===== config.mk =====
export PLATFORM = sky130hd
export DESIGN_NAME = vram_write_arbiter
export DESIGN_NICKNAME = d
export VERILOG_FILES = /design/src/rtl/vram_write_arbiter.sv
export SDC_FILE = /design/constraint.sdc
export NUM_CORES = 1
export LEC_CHECK = 0
export ABC_AREA = 1
export CORE_ASPECT_RATIO = 1.1
export CORE_MARGIN = 2
export CORE_UTILIZATION = 40
export DETAILED_ROUTE_END_ITERATION = 8
export PLACE_DENSITY = 0.78
export SLEW_MARGIN = 25
export SYNTH_ARGS = -nofsm -noshare
export SYNTH_HDL_FRONTEND = slang
export SYNTH_SLANG_ARGS = --single-unit

===== constraint.sdc =====
create_clock -name clk -period 3.59 [get_ports clk]
set_clock_uncertainty 0.15 [all_clocks]
set_input_delay 0.718 -clock clk [delete_from_list [all_inputs] [get_ports clk]]
set_output_delay 0.718 -clock clk [all_outputs]
set_load 0.1 [all_outputs]

===== src/rtl/vram_write_arbiter.sv =====
// vram_write_arbiter: round-robin burst arbiter for the VGA frame-buffer write port (optional vblank gating: VRAM_ARB_VBLANK_GATE_EN)
module vram_write_arbiter #(
    parameter int AW        = 15,
    parameter int DW        = 12,
    parameter int DEPTH     = 20000,
    parameter int MAX_BURST = 64
) (
    input  logic            clk,
    input  logic            nrst,
    input  logic [2:0]      req,
    input  logic [2:0]      valid,
    input  logic [3*AW-1:0] addr_flat,
    input  logic [3*DW-1:0] data_flat,
    input  logic            vblank,
    output logic [2:0]      gnt,
    output logic            vwe,
    output logic [AW-1:0]   vaddr,
    output logic [DW-1:0]   vdata,
    output logic            preempt,
    output logic [7:0]      drop_cnt
);
    typedef enum logic [1:0] {IDLE, GRANT, GAP} state_t;
    localparam logic [AW:0] LIMIT = (AW+1)'(DEPTH);
    localparam logic [7:0]  MB    = 8'(MAX_BURST);
    state_t        state;
    logic [1:0]    owner, last_owner, first, second, pick;
    logic [7:0]    beats, beats_nxt;
    logic [AW-1:0] oaddr;
    logic [DW-1:0] odata;
    logic          in_grant, legal, accept, bad, hit_max, drop_req, gate_ok, gate_kill;
    logic [2:0]    stray;
    logic [8:0]    dsum;
`ifdef VRAM_ARB_VBLANK_GATE_EN
    assign gate_ok   = vblank;
    assign gate_kill = !vblank;
`else
    logic unused_vblank;
    assign unused_vblank = vblank;
    assign gate_ok       = 1'b1;
    assign gate_kill     = 1'b0;
`endif
    // Round-robin pick, owner beat legality and drop accounting
    always_comb begin
        first     = (last_owner == 2'd2) ? 2'd0 : last_owner + 2'd1;
        second    = (first == 2'd2) ? 2'd0 : first + 2'd1;
        pick      = req[first] ? first : req[second] ? second : last_owner;
        oaddr     = addr_flat[owner*AW +: AW];
        odata     = data_flat[owner*DW +: DW];
        in_grant  = state == GRANT;
        legal     = {1'b0, oaddr} < LIMIT;
        accept    = in_grant && valid[owner] && legal;
        bad       = in_grant && valid[owner] && !legal;
        stray     = valid & ~gnt;
        dsum      = {1'b0, drop_cnt} + 9'(stray[0]) + 9'(stray[1]) + 9'(stray[2]) + 9'(bad);
        beats_nxt = beats + 8'(accept);
        hit_max   = accept && beats_nxt == MB;
        drop_req  = !req[owner];
    end
    // Grant FSM with registered write port, preempt pulse and saturating drop counter
    always_ff @(posedge clk or negedge nrst) begin
        if (!nrst) begin
            state      <= IDLE;
            gnt        <= '0;
            vwe        <= 1'b0;
            vaddr      <= '0;
            vdata      <= '0;
            preempt    <= 1'b0;
            drop_cnt   <= '0;
            owner      <= 2'd0;
            last_owner <= 2'd2;
            beats      <= '0;
        end else begin
            vwe      <= accept;
            preempt  <= 1'b0;
            drop_cnt <= dsum[8] ? 8'hff : dsum[7:0];
            if (accept) begin
                vaddr <= oaddr;
                vdata <= odata;
            end
            case (state)
                IDLE: if (|req && gate_ok) begin
                    owner <= pick;
                    gnt   <= 3'b001 << pick;
                    beats <= '0;
                    state <= GRANT;
                end
                GRANT: begin
                    beats <= beats_nxt;
                    if (drop_req || hit_max || gate_kill) begin
                        state      <= GAP;
                        gnt        <= '0;
                        last_owner <= owner;
                        preempt    <= !drop_req;
                    end
                end
                default: state <= IDLE;
            endcase
        end
    end
endmodule


==> results.json <==
{
  "relSlewSlack_pct": 34.3,
  "worstMarginPinSlew_ps": 983,
  "core_um2": 7870,
  "place_area_um2": 4720,
  "cp_data_arrival_time_ps": 3550,
  "seq_area_um2": 1350,
  "p_int_uw": 2180,
  "synth_top_flop_cell": "dfrtp_1",
  "ys_seq_area_share_pct": 41.8,
  "crit_required_ps": 3660,
  "syn_area_um2": 3240,
  "vias": 3508,
  "ant_nets": 0,
  "cts_tree": "yes",
  "path_max_fanout": 3,
  "clock_latency_ps": 310,
  "dpl_worst_slack_ps": -709,
  "power_frac_seq_pct": 19.6,
  "finalCriticalPeriod_ps": 3480,
  "crit_path_top_delay_cell": "fa_1",
  "path_cells": "clkdlybuf4s50_1 -> inv_1 -> nand2_1 -> nand3_1 -> nand2_2 -> nor2_1 -> nand3_2 -> nor2_4 -> o21ai_2 -> fa_1 -> inv_2 -> fa_2 -> fa_2 -> nand2_2 -> buf_6 -> a21oi_2 -> a21o_1",
  "first_iter_violations": 193,
  "grt_pass1_vias": 3342,
  "synth_fp_nets": 544,
  "pwr-share-clk_pct": 9.7,
  "ir_drop_uv": 839,
  "htreeDepth": 2,
  "setup_violations": 0,
  "multi_input_comb_area_um2": 1710,
  "numPortBuffers": 128,
  "fmax_mhz": 287,
  "grt_pass1_wl_um": 15800,
  "path_class": "in -> reg",
  "die_area_um2": 8830,
  "synthDistinctLibCells": 33,
  "max_cap_viol_count": 0,
  "fin_total_pwr_uw": 5150,
  "hold_violations": 0,
  "switching_share_pct": 57.6,
  "yosys_warnings": 0,
  "clk_pin_slew_ps": 100,
  "powerDensity_nw_per_um2": 1010,
  "power_switching_uw": 2970,
  "synth-edff-count": 0,
  "period_share_pct": 97.0,
  "fp.dieW_um": 89.8,
  "clock-sinks": 54,
  "rows": 34,
  "synthTopCellsByArea": "dfrtp_1 (41%), nand2_1 (14%), nor2_1 (6.7%), inv_1 (6.3%), a21oi_1 (3.7%)",
  "gp_congestion": 0.830,
  "critPathLaunchType": "input port",
  "cts_buffer_depth": 2,
  "area_growth_pct": 57.2,
  "ys_ff_latch": 54,
  "n_antenna_cell": 0,
  "cts_made_buffers": 5,
  "nFillCells": 635,
  "critPathCaptureType": "flop",
  "avgSynthCellArea_um2": 7.23,
  "outcome": "finished, final reports clean",
  "routed_via_density": 4.93,
  "cts_root_buf": "clkbuf_8",
  "worst_slack_ps": 109,
  "dp_cells": 698,
  "wirelength_um": 10000,
  "grt_max_degree": 47,
  "grtUsageTotal_pct": 21.8,
  "crit_family": "adder cells",
  "worstHoldPathType": "in -> async",
  "synth_cells": 448,
  "max_stage_delay_ps": 500,
  "overflow": 0,
  "start_util_pct": 41.1,
  "fin_nets": 698,
  "hpwl_um": 7260,
  "synth_area_leader_cell": "dfrtp_1",
  "post-route-cell-area_um2": 5090,
  "remaining_drc_errors": 0,
  "path_buf_inv": 4,
  "ios": 130,
  "wire_per_inst_um": 14.1,
  "drv_slew": 0,
  "postCtsHoldBufs": 0,
  "die_h_um": 98.3,
  "leakagePower_uw": 0.00255,
  "stdcell_count": 711,
  "dr.pass1.iters": 4,
  "combPwrFrac_pct": 70.7,
  "synthArstFlopShare_pct": 100,
  "synth_top_area_share_pct": 41.0,
  "drive_above_1_share_pct": 21.4,
  "antenna_found_initial": 0
}
==> cell families after synthesis <==
kind of cell / synth area share [%]
AO/OA/AOI/OAI: 13.3
flip-flops: 41.8
XOR/XNOR: 1.08
AND/OR/NAND/NOR: 30.3
buffers and inverters: 10.5
adder cells (fa/ha/maj): 3.02
==> metrics by stage <==
step	hold WS [ps]	TNS (ps)	utilization, %
4_1_cts	303	0	62.1
3_3_place_gp	313	-4840	60.0
6_report	270	0	64.7
3_5_place_dp	315	-6220	60.0
5_1_grt	322	-96.9	64.7
2_1_floorplan	272	0	-
==> flip-flops by register name, summed over array words and instances, names as in the netlist <==
name	cells
vaddr	15
vdata	12
beats	8
drop_cnt	8
gnt	3
last_owner	2
owner	2
state	2
preempt	1
vwe	1
==> what timing repair did <==
item                       CTS  global route
setup endpoints to repair    8            16
pin swaps                    6            29
gates resized for setup      9            48
setup buffers                0             4
hold endpoints to repair     0             0
gates cloned                 0             1
==> layout make-up <==
cell class	instances	area share (%)
Sequential cell	54	26.6
Tap cell	108	2.65
Clock buffer	6	1.62
Timing Repair Buffer	163	30.0
Multi-Input combinational cell	319	33.7
Inverter	59	4.35
Clock inverter	2	1.18
==> power groups by stage <==
stage	Combinational [µW]	Clock [µW]	Sequential [µW]
floorplan	1220	0	2320
detailed placement	3450	0	1010
finish	3640	500	1010
CTS	3480	507	1000
global placement	3400	0	1000
global route	3880	537	1040
==> worst paths after layout <==
kind / end / cells after the start / start / slack (ps)
setup / recovery: drop_cnt[7] / 17 / addr_flat[28] / 110
hold / removal: vdata[8] / 1 / nrst / 270
setup reg to reg: drop_cnt[7] / 18 / owner[0] / 190
hold reg to reg: vaddr[3] / 2 / vaddr[3] / 340
max in group asynchronous: last_owner[1] / 2 / nrst / 2210
min in group clk: vaddr[3] / 2 / vaddr[3] / 340
==> cells in the mapped netlist, drive strengths merged (2+ instances only) <==
cell / count
ha: 3
a21oi: 26
buf: 13
o22ai: 4
xor2: 4
nor3: 20
nand2: 126
a21o: 2
clkbuf: 4
dfrtp: 53
nand3: 23
fa: 3
nand4: 3
inv: 58
nor2: 60
o21ai: 40
==> routing by layer <==
layer	vias up	GRT usage, %	routed length, µm
met5	-	0	0
met4	0	4.26	120
met3	13	5.71	727
met2	122	39.4	5010
met1	1648	26.5	4150
li1	1725	-	-
==> cell usage in the layout (no fill, tap or decap), drive strengths merged <==
cell and instances:
clkdlybuf4s50 95, a21oi 26, dfrtp 53, nand2 127, nand3b 1, clkinv 1, o21ai 40, nor3 20
nand3 23, clkbuf 6, buf 58, nand4 3, o22ai 4, fa 3, or2 1, bufinv 2
ha 3, inv 58, dlymetal6s2s 10, xor2 4, nor2 60, o21a 1, dfstp 1, a21o 2
o2111ai 1
Note: power is estimated with default switching activity, not from simulation.
